`src/rtl/ram4_bank.sv`:
```
// ram4_bank: four-word register bank with a sequenced one-word-per-cycle bulk-clear engine.
// Latency: read is combinational; a write shows after its edge; a clear runs 4 busy cycles then a 1-cycle done pulse.
// Backpressure: none; loads arriving while clearing or in DONE are dropped, and clear_req outside IDLE is ignored.
module ram4_bank #(
  parameter int WIDTH = 16
) (
  input  logic             clk,
  input  logic             reset,
  input  logic [WIDTH-1:0] in,
  input  logic             load,
  input  logic [1:0]       address,
  input  logic             clear_req,
  output logic [WIDTH-1:0] out,
  output logic             busy,
  output logic             clear_done
);

  typedef enum logic [2:0] {
    IDLE = 3'd0,
    CLR0 = 3'd1,
    CLR1 = 3'd2,
    CLR2 = 3'd3,
    CLR3 = 3'd4,
    DONE = 3'd5
  } state_t;

  state_t           state;
  logic [WIDTH-1:0] word [4];
  logic [3:0]       ld;
  logic [3:0]       clr;
  logic             wr_en;

  // A write is only honoured in IDLE, and a simultaneous clear request wins over it.
  assign wr_en = (state == IDLE) && load && !clear_req;

  // One-hot load strobes from the address demux, and one-hot clear strobes from the sequencer.
  always_comb begin
    ld  = '0;
    clr = '0;
    for (int i = 0; i < 4; i++) begin
      ld[i] = wr_en && (address == 2'(i));
    end
    clr[0] = (state == CLR0);
    clr[1] = (state == CLR1);
    clr[2] = (state == CLR2);
    clr[3] = (state == CLR3);
  end

  // Read path has no bypass: the pre-edge value shows until the write lands.
  assign out = word[address];

  // Storage update: reset zeroes everything, the sequencer zeroes one word per cycle, else demuxed load.
  always_ff @(posedge clk) begin
    if (reset) begin
      for (int i = 0; i < 4; i++) begin
        word[i] <= '0;
      end
    end else begin
      for (int i = 0; i < 4; i++) begin
        if (clr[i]) begin
          word[i] <= '0;
        end else if (ld[i]) begin
          word[i] <= in;
        end
      end
    end
  end

  // Clear sequencer with registered Moore outputs; a held request restarts only after returning to IDLE.
  always_ff @(posedge clk) begin
    if (reset) begin
      state      <= IDLE;
      busy       <= 1'b0;
      clear_done <= 1'b0;
    end else begin
      case (state)
        IDLE: begin
          if (clear_req) begin
            state <= CLR0;
            busy  <= 1'b1;
          end
        end
        CLR0: state <= CLR1;
        CLR1: state <= CLR2;
        CLR2: state <= CLR3;
        CLR3: begin
          state      <= DONE;
          busy       <= 1'b0;
          clear_done <= 1'b1;
        end
        DONE: begin
          state      <= IDLE;
          clear_done <= 1'b0;
        end
        default: begin
          state      <= IDLE;
          busy       <= 1'b0;
          clear_done <= 1'b0;
        end
      endcase
    end
  end

endmodule

```
`config.mk`:
```
export PLATFORM = sky130hd
export DESIGN_NAME = ram4_bank
export DESIGN_NICKNAME = d
export VERILOG_FILES = /design/src/rtl/ram4_bank.sv
export SDC_FILE = /design/constraint.sdc
export NUM_CORES = 1
export LEC_CHECK = 0
export BUFFER_PORTS_ARGS = -buffer_cell sky130_fd_sc_hd__buf_2
export CORE_ASPECT_RATIO = 1.2
export CORE_MARGIN = 5
export CORE_UTILIZATION = 40
export DETAILED_ROUTE_END_ITERATION = 8
export PLACE_DENSITY = 0.54
export SLEW_MARGIN = 20
export SYNTH_ARGS = -nofsm -noshare
export SYNTH_HDL_FRONTEND = slang
export SYNTH_SLANG_ARGS = --single-unit
```
`constraint.sdc`:
```
create_clock -name clk -period 4.25 [get_ports clk]
set_input_delay 0.6375 -clock clk [delete_from_list [all_inputs] [get_ports clk]]
set_output_delay 0.6375 -clock clk [all_outputs]
set_load 0.05 [all_outputs]
```
Word level (Yosys, flattened, before mapping). Memories as Yosys holds them, arrays and structs flattened. Index checks and enable logic that the tools add are counted.

Logic and storage cells: 77. RAM bits: 64. Memories: 1. Register bits: 5. Bits of input ports: 22. Output and inout port bits: 18.

Memories: word (words 4, width 16, rd ports 1, clocked after memory_dff 0, wr ports 4, RTL line 28) `logic [WIDTH-1:0] word [4];`.

Reductions and logical operators: 12. Muxes and demuxes: 43. Bitwise gates (word level): 9. Equality and inequality tests: 9.

Operators with widths (number): $mux W16 (8); $mux W1 (31); $pmux W3 S5 (1); $or A1 B1 Y1 (8); $reduce_or A4 Y1 (2); $eq A3 B2 Y1 const B (2); $eq A3 B3 Y1 const B (2); $logic_and A1 B1 Y1 (6); $eq A2 B2 Y1 const B (2); $pmux W1 S2 (2); $eq A3 B1 Y1 const B (1); $logic_not A3 Y1 (1); $mux W3 (1); $eq A2 B1 Y1 const B (1); $logic_not A2 Y1 (1); $ne A2 B2 Y1 const B (1); $reduce_and A2 Y1 (1); $logic_not A1 Y1 (1); $not A1 Y1 (1).

Longest topological paths before layout. Gate-level depths: netlist of run 1.

Depth after elaboration: 9. Gate-level depth with buffers: 5. Depth with buffers taken out: 2.

Least setup slack after synthesis of run 1. OpenSTA, ideal clock, no wires.

Path type: input-to-reg. Start point: input port address[0]. End point: memory word[2][0] (enable). Stages: 4. Arrival: 3.318 ns. Setup slack: 0.484 ns. Path through: buf_6 -> or3b_1 -> buf_4 -> o311ai_0.

RTL lines: start, declared (RTL line 11) `input logic [1:0] address,`; end, declared (RTL line 28).

Worst setup path in the final report of run 1.
Start point: input port address[0]. End point: output port out[2].

Longest elaborated chain between the ends: 1.

Ends and longest elaborated chain: $mem_v2 Z4 W16; end, declared (RTL line 13) `output logic [WIDTH-1:0] out,`.

Every way passes these cells.

==> results.ini, run 1 <==
[synth]
synthArstFlopShare_pct = 0
post_synth_fa_ha_maj_area_fraction_pct = 0
synth_top_area_share_pct = 58.2
synth_top_cell_by_area = edfxtp_1
syn_nets = 241
yosysWarningCount = 0
yosysSeqAreaShare_pct = 61.3
ys_seq_elements = 69
synth_commonest_cells = edfxtp_1, nor3_1, inv_1, nor4_2, mux4_2
yosysMostFrequentCell = edfxtp_1
synth_area_leaders = edfxtp_1, mux4_2, nor4_2
synthSimpleGateAreaFrac_pct = 18.6
synth_edf_count = 64
syn_area_mm2 = 0.00330
synth-xor-area-share_pct = 0.265
avgSynthCellArea_um2 = 15.1
synth-compound-area-share_pct = 1.82
synth_cells = 219
synth_top_family_by_area = simple AND/OR/NAND/NOR gates
yosysUniqueCellTypes = 28
synth_ff_type = edfxtp_1
synthMuxAreaShare_pct = 10.9

[clocking]
ctsHoldBuffers = 0
clock_sinks = 69
numCtsBuffers = 9
cts_resized = 0
clk_root_buffer_cell = clkbuf_8
cts_tree = yes
ctsLongestPathBuffers = 2
cts_setup_buffers = 0
clkLatencyLatePin_ns = 0.35
ctsHtreeMaxLevel = 3
cts.clk_slew.worst_paths_ns = 0.07

[die]
start_util_pct = 40.7
die_x_um = 92.9
coreArea_mm2 = 0.00811
rows = 36
die-area_mm2 = 0.0102
ios = 40
die_y_um = 109

[worst_setup_path]
timing.rr.start = state[0]
r2r-end = word[3][11]
ff2ff_path_depth = 3
regToRegSetupSlack_ns = 2.24
required_ns = 3.61
crit_fanout = 20
cp.arrival_ns = 2.00
start_kind = primary input
worstSetupPathType = in2out
crit_path_end_kind = output pin

[hold_path]
hold_path_depth = 2
whs_endpoint = clear_done
hp-start = clear_done
hold_class = reg2reg

[power]
ir_drop_uv = 192
pwr_density_cell_mw_per_mm2 = 431
finalPower_w = 0.00160
pwr-share-comb_pct = 16.3
p_leak_nw = 1.28
power.net_switching_w = 0.000459
pwr-share-seq_pct = 51.2
power_frac_clock_pct = 32.5
switching_share_pct = 28.8
p_int_w = 0.00114

[placement]
portBuffers = 39
globalplace.congestion = 0.722
dp_slack_ns = 1.38
post-dp-hpwl_um = 4240
placed_cell_area_mm2 = 0.00351

[sta]
rsz0062_at_grt = no
post-route-period-util_pct = 62.0
skew_ns = 0.00676
hold_violations = 0
period_minus_slack_ns = 2.64
setup_viol = 0
timing.hold.ws_ns = 0.480
worst_slew_pin_slew_ns = 0.963
setup-tns-final_ns = 0
slew_violations = 0
slew_headroom_pct = 35.4
max_freq_mhz = 379
setup_slack_ns = 1.61

[global_routing]
grt_start_max_net_pins = 66
groute.usage.overall_pct = 14.6
grt_overflow = 0
grt_pass1_wl_um = 11000
antenna_found_initial = 0
grt_pass1_vias = 2034

[final_layout]
drive_gt1_share_pct = 39.5
stdcell_area_mm2 = 0.00370
finalNetCount = 273
n_antenna_cell = 0
syn2layout_area_growth_pct = 12.2

[route]
wirelength_um = 6880
vias = 1948
drtIter0Drc = 87
postRouteAntennaNets = 0
wl_per_cell_um = 19.6
viasPerCell = 5.55
route.detailed.drc = 0
dr.pass1.iters = 4

[outcome]
status = finished clean

[job]
drv_cap = 0

[worst max-delay path, stage by stage]
cell    delay (ns)
buf_2         0.51
mux4_2        0.61
buf_2         0.23
[stage by stage]
| step | utilization, % | std cells |
|---|---|---|
| final | 45.6 | 351 |
| after global routing | 45.6 | 351 |
| after CTS | 45.6 | 351 |
| after detailed placement | 43.3 | 335 |
| after global placement | 43.3 | 335 |
| after floorplan | - | 219 |
[power by group through the flow]
stage | Combinational (W) | Clock, W | Sequential (W)
2_1_floorplan | 0.000213 | 0 | 0.000829
3_3_place_gp | 0.000264 | 0 | 0.000832
3_5_place_dp | 0.000265 | 0 | 0.000832
4_1_cts | 0.000265 | 0.000528 | 0.000817
5_1_grt | 0.000278 | 0.000563 | 0.000821
6_report | 0.000260 | 0.000519 | 0.000816
[final cells by class]
| type | instances | area (um^2) |
|---|---|---|
| clock buffers | 9 | 124 |
| inverters | 19 | 71.3 |
| flip-flops and latches | 69 | 2020 |
| well taps | 95 | 119 |
| fillers | 735 | 4410 |
| multi-input cells | 107 | 1060 |
| clock inverters | 7 | 66.3 |
| repair buffers | 45 | 240 |
[per-layer routing]
| layer | global-route usage (%) | share of wire (%) | vias up | wire length, um |
|---|---|---|---|---|
| met5 | 0 | 0 | - | 0 |
| met2 | 23.8 | 49 | 36 | 3380 |
| met4 | 7.54 | 2.8 | 0 | 191 |
| li1 | - | - | 934 | - |
| met3 | 3.22 | 3.4 | 16 | 237 |
| met1 | 18.4 | 45 | 962 | 3070 |
[sequential cells by signal (all words and copies together) (netlist names)]
name,flops
busy,1
clear_done,1
word,64
state,3
[placed cells by master (no fill, tap or decap), drive strengths merged, types with 3 or more instances in the layout]
cell | Yosys | final
dfxtp | 5 | 5
edfxtp | 64 | 64
nor4 | 32 | 32
buf | 17 | 45
nor3 | 34 | 34
clkinv | 0 | 3
or3b | 4 | 4
inv | 19 | 19
clkbuf | 7 | 9
nand2b | 3 | 3
mux4 | 16 | 16
clkinvlp | 0 | 3
[logic make-up after synthesis]
group,after synthesis
compound gates,8
xor+xnor,1
flops,69
mux,16
simple gates,82
buf+inv,43
[how the worst max path moves through the flow]
stage / end / slack (ns) / depth (start not counted) / from
final: out[2] / 1.61 / 3 / address[0]
after global routing: out[2] / 1.52 / 3 / address[0]
after CTS: out[2] / 1.57 / 3 / address[0]
after detailed placement: word[3][12] / 1.38 / 5 / address[0]
after global placement: word[2][6] / 1.39 / 4 / address[0]
after floorplan: word[2][0] / 0.48 / 4 / address[0]
(Power assumes the default switching activity.)
==> inputs of run 2 (changes only) <==
==> constraint.sdc (replaced) <==
create_clock -name clk -period 2.6 [get_ports clk]
set_input_delay 0.39 -clock clk [delete_from_list [all_inputs] [get_ports clk]]
set_output_delay 0.39 -clock clk [all_outputs]
set_load 0.05 [all_outputs]
==> run 2 against run 1 <==
  * Count of clock-buffer cells in the layout increased by 4
  * Clock skew increased by 0.0033 ns
  * Sequential share of layout area decreased by 0.80 points
  * Critical path type unchanged
==> results.ini, run 2 (synthesis results as in run 1) <==
[sta]
worst_slew_pin_slew_ns = 0.794  ; was 0.963 ns
max_freq_mhz = 459
slew_violations = 0  ; unchanged
period_minus_slack_ns = 2.18
hold_violations = 0  ; unchanged
post-route-period-util_pct = 83.7
setup-tns-final_ns = 0  ; unchanged
rsz0062_at_grt = no  ; unchanged
setup_viol = 0  ; unchanged
slew_headroom_pct = 47.0  ; was 35.4%
skew_ns = 0.0101  ; was 0.00676 ns

[outcome]
status = finished clean  ; unchanged

[global_routing]
grt_start_max_net_pins = 66  ; unchanged
grt_pass1_vias = 2068  ; was 2034
grt_pass1_wl_um = 11100  ; was 11000 um
met2_usage_pct = 25.4  ; was 23.8%
antenna_found_initial = 0  ; unchanged
grt_util_met1_pct = 18.6  ; was 18.4%
top_usage_layer = met2  ; unchanged
grt_overflow = 0  ; unchanged
met3_usage_pct = 3.63  ; was 3.22%
groute.usage.overall_pct = 14.8  ; was 14.6%

[final_layout]
finalNetCount = 279  ; was 273
regMostFlops = word  ; unchanged
final_cell_mix = edfxtp_1, buf_2, nor3_1  ; unchanged
syn2layout_area_growth_pct = 13.8  ; was 12.2%
n_antenna_cell = 0  ; unchanged
largest_register_ff_count = 64  ; unchanged
drive_gt1_share_pct = 39.7  ; was 39.5%
reg_top3 = word: 64 flops, state: 3 flops  ; unchanged
nFillCells = 756  ; was 735
layout_commonest_cell = edfxtp_1  ; unchanged

[power]
p_leak_nw = 1.32  ; was 1.28 nW
finalPower_w = 0.00251  ; was 0.00160 W
pwr_density_cell_mw_per_mm2 = 669  ; was 431 mW/mm^2
ir_drop_uv = 336  ; was 192 uV

[clocking]
ctsLongestPathBuffers = 2  ; unchanged
clkLatencyLatePin_ns = 0.33  ; was 0.35 ns
cts_tree = yes  ; unchanged
clk_root_buffer_cell = clkbuf_8  ; unchanged
clock_sinks = 69  ; unchanged
cts.clk_slew.worst_paths_ns = 0.07  ; about the same
ctsHtreeMaxLevel = 3  ; unchanged
ctsHoldBuffers = 0  ; unchanged
cts_setup_buffers = 0  ; unchanged
cts_resized = 0  ; unchanged
numCtsBuffers = 9  ; unchanged

[route]
dr.pass1.iters = 4  ; unchanged
postRouteAntennaNets = 0  ; unchanged
viasPerCell = 5.41  ; was 5.55
wirelength_um = 6960  ; was 6880 um
vias = 1933  ; was 1948
wl_per_cell_um = 19.5  ; was 19.6 um
drtIter0Drc = 75  ; was 87
route.detailed.drc = 0  ; unchanged

[job]
drv_cap = 0  ; unchanged

[worst_setup_path]
crit_slowest_cell = mux4_2  ; unchanged
cp.arrival_ns = 1.79  ; was 2.00 ns
worstSetupPathType = in2out  ; unchanged
crit_fanout = 17  ; was 20
start_kind = primary input  ; unchanged
required_ns = 2.21  ; was 3.61 ns
crit_chain = buf_2, buf_4, mux4_2, buf_2  ; was buf_2, mux4_2, buf_2
crit_top_cell = buf_2  ; unchanged
crit_path_end_kind = output pin  ; unchanged
cpPeakStageDelay_ns = 0.49  ; was 0.61 ns

[die]
rows = 36  ; unchanged
coreArea_mm2 = 0.00811  ; unchanged
die_x_um = 92.9  ; unchanged
ios = 40  ; unchanged
die_y_um = 109  ; unchanged
start_util_pct = 40.7  ; unchanged
die-area_mm2 = 0.0102  ; unchanged

[hold_path]
hold_class = in2reg  ; was reg2reg

[placement]
globalplace.congestion = 0.690  ; was 0.722
post-dp-hpwl_um = 4090  ; was 4240 um
portBuffers = 39  ; unchanged

[run 2: worst paths after layout]
kind,startpoint,to,slack (ns),cells after the start
max,address[0],out[5],0.42,4
max reg2reg,state[2],word[3][7],0.78,2
min reg2reg,clear_done,clear_done,0.48,2
min,reset,clear_done,0.31,2
[run 2: per-stage QoR]
step           instance area (um^2)  worst slack, ns  cells  hold WS [ns]  utilization, %
2_1_floorplan                  3310           0.0626    219         0.459               -
3_3_place_gp                   3590            0.382    341         0.459            44.3
3_5_place_dp                   3590            0.377    341         0.463            44.3
4_1_cts                        3760            0.363    357         0.304            46.3
5_1_grt                        3760            0.286    357         0.311            46.3
6_report                       3760            0.423    357         0.312            46.3
[run 2: layout make-up]
class,count,area (um^2),area share [%]
Multi-Input combinational cell,107,1060,28.2
Inverter,19,71.3,1.90
Clock inverter,3,13.8,0.366
Clock buffer,13,149,3.96
Tap cell,95,119,3.16
Timing Repair Buffer,51,323,8.59
Sequential cell,69,2020,53.8
[run 2: layer usage]
layer	vias to the layer above	wire length (um)
met4	0	44
met2	29	3620
met1	958	3060
met5	-	0
met3	2	230
li1	944	-
[run 2: critical path, delay by kind of cell]
family | cells | cell delay [ns]
muxes | 1 | 0.49
buffers and inverters | 3 | 0.90
[run 2: report_power, final]
group	total (W)	switching (W)	internal [W]	leakage [nW]
sequential	0.00133	0.0000319	0.00130	0.714
clock	0.000738	0.000371	0.000368	0.0848
combinational	0.000442	0.000308	0.000134	0.523
total	0.00251	0.000711	0.00180	1.32
==> inputs of run 3 (changes only) <==
==> constraint.sdc (replaced) <==
create_clock -name clk -period 2.2 [get_ports clk]
set_input_delay 0.33 -clock clk [delete_from_list [all_inputs] [get_ports clk]]
set_output_delay 0.33 -clock clk [all_outputs]
set_load 0.05 [all_outputs]
==> run 3 against run 2 <==
  * Die area unchanged
  * Setup slack lost 0.15 ns
  * Critical path type is now reg2reg
  * Global-route usage grew 0.32 points
  * First-iteration DRC count is 51% higher
  * Cell count grew 1.1%
  * Sequential cell count is the same
  * Design area grew 1.5%
==> results.ini, run 3 (synthesis results as in run 1) <==
[sta]
post-route-period-util_pct = 87.6
skew_ns = 0.00569  ; was 0.0101 ns
setup-tns-final_ns = 0  ; unchanged
setup_viol = 0  ; unchanged
slew_violations = 0  ; unchanged
setup_slack_ns = 0.272  ; was 0.423 ns
worst_slew_pin_slew_ns = 0.819  ; was 0.794 ns
slew_headroom_pct = 45.3  ; was 47.0%
rsz0062_at_grt = no  ; unchanged
period_minus_slack_ns = 1.93
hold_violations = 0  ; unchanged
max_freq_mhz = 519

[global_routing]
antenna_found_initial = 0  ; unchanged
grt_overflow = 0  ; unchanged
groute.usage.overall_pct = 15.1  ; was 14.8%
grt_pass1_wl_um = 11400  ; was 11100 um
grt_start_max_net_pins = 66  ; unchanged
grt_pass1_vias = 2124  ; was 2068

[route]
dr.pass1.iters = 4  ; unchanged
drtIter0Drc = 113  ; was 75
vias = 1984  ; was 1933
postRouteAntennaNets = 0  ; unchanged
wl_per_cell_um = 19.5  ; about the same
viasPerCell = 5.50  ; was 5.41
wirelength_um = 7050  ; was 6960 um
route.detailed.drc = 0  ; unchanged

[die]
start_util_pct = 40.7  ; unchanged
die-area_mm2 = 0.0102  ; unchanged
coreArea_mm2 = 0.00811  ; unchanged
rows = 36  ; unchanged
ios = 40  ; unchanged
die_y_um = 109  ; unchanged
die_x_um = 92.9  ; unchanged

[clocking]
ctsLongestPathBuffers = 2  ; unchanged
cts_resized = 0  ; unchanged
cts_tree = yes  ; unchanged
cts_setup_buffers = 0  ; unchanged
cts.clk_slew.worst_paths_ns = 0.07  ; about the same
clkLatencyLatePin_ns = 0.34  ; was 0.33 ns
numCtsBuffers = 9  ; unchanged
ctsHtreeMaxLevel = 3  ; unchanged
ctsHoldBuffers = 0  ; unchanged
clk_root_buffer_cell = clkbuf_8  ; unchanged
clock_sinks = 69  ; unchanged

[final_layout]
reg_top3 = word: 64 flops, state: 3 flops  ; unchanged
final-instance-count-excl-fill = 361  ; was 357
syn2layout_area_growth_pct = 15.5  ; was 13.8%
final_cell_mix = edfxtp_1, buf_2, nor3_1  ; unchanged
regMostFlops = word  ; unchanged
n_antenna_cell = 0  ; unchanged
layout_commonest_cell = edfxtp_1  ; unchanged
finalNetCount = 283  ; was 279
largest_register_ff_count = 64  ; unchanged
drive_gt1_share_pct = 42.1  ; was 39.7%

[power]
power.net_switching_w = 0.000883  ; was 0.000711 W
finalPower_w = 0.00321  ; was 0.00251 W
pwr_density_cell_mw_per_mm2 = 843  ; was 669 mW/mm^2
power_frac_clock_pct = 34.6  ; was 29.4%
switching_share_pct = 27.5  ; was 28.3%
p_int_w = 0.00233  ; was 0.00180 W
pwr-share-comb_pct = 16.6  ; was 17.6%
p_leak_nw = 1.35  ; was 1.32 nW
pwr-share-seq_pct = 48.8  ; was 53.1%
ir_drop_uv = 268  ; was 336 uV

[hold_path]
hold_class = in2reg  ; unchanged
hp-start = reset  ; unchanged

[outcome]
status = finished clean  ; unchanged

[worst_setup_path]
crit_path_end_kind = flip-flop  ; was output pin
timing.rr.start = state[2]  ; unchanged
worstSetupPathType = reg2reg  ; was in2out
start_kind = flip-flop  ; was primary input
cp-startpoint = state[2]  ; was address[0]
crit_fanout = 65  ; was 17
cp.arrival_ns = 2.05  ; was 1.79 ns
required_ns = 2.33  ; was 2.21 ns

[placement]
portBuffers = 39  ; unchanged
dp_slack_ns = 0.271  ; was 0.377 ns
post-dp-hpwl_um = 4380  ; was 4090 um
globalplace.congestion = 0.719  ; was 0.690
dp.cells = 345  ; was 341

[job]
drv_cap = 0  ; unchanged

==> run 3: cell count changes in the layout (fill, tap and decap cells not counted), sizes merged <==
cell and change:
bufinv +2, buf +4, clkbuf -4, clkinvlp +2
==> run 3: area by class of cell <==
class / count / area, um^2
Clock buffer: 9 / 124
Clock inverter: 7 / 90.1
Fill cell: 734 / 4300
Inverter: 19 / 71.3
Multi-Input combinational cell: 107 / 1060
Sequential cell: 69 / 2020
Tap cell: 95 / 119
Timing Repair Buffer: 55 / 328
==> run 3: path summary, 6_finish.rpt <==
kind	end	slack (ns)	cells after the start
setup / recovery	word[3][8]	0.27	2
setup reg to reg	word[3][8]	0.27	2
hold / removal	state[2]	0.24	2
hold reg to reg	clear_done	0.48	2
==> run 3: through the flow <==
step                hold slack [ns]  cell area, um^2  util, %
CTS                           0.223             3810     47.0
global route                  0.238             3810     47.0
finish                        0.245             3810     47.0
floorplan                     0.399             3340        -
global placement              0.473             3600     44.4
detailed placement            0.468             3600     44.4
==> run 3: routing by layer <==
| layer | GRT usage (%) | vias to the layer above | wire length [um] |
|---|---|---|---|
| met5 | 0 | - | 0 |
| met4 | 7.64 | 0 | 171 |
| met3 | 3.08 | 14 | 283 |
| met2 | 23.9 | 49 | 3440 |
| met1 | 19.9 | 971 | 3150 |
| li1 | - | 950 | - |
==> run 3: power by group through the flow <==
stage,Clock [W],Combinational (W),Sequential (W)
finish,0.00111,0.000535,0.00157
global route,0.00120,0.000573,0.00158
CTS,0.00114,0.000543,0.00157
detailed placement,0,0.000543,0.00160
global placement,0,0.000542,0.00160
floorplan,0,0.000420,0.00160
==> run 3: critical path, stage by stage, from the launching register on <==
cell and delay [ns]:
dfxtp_1 0.41, or4_4 0.91, nor4_1 0.36
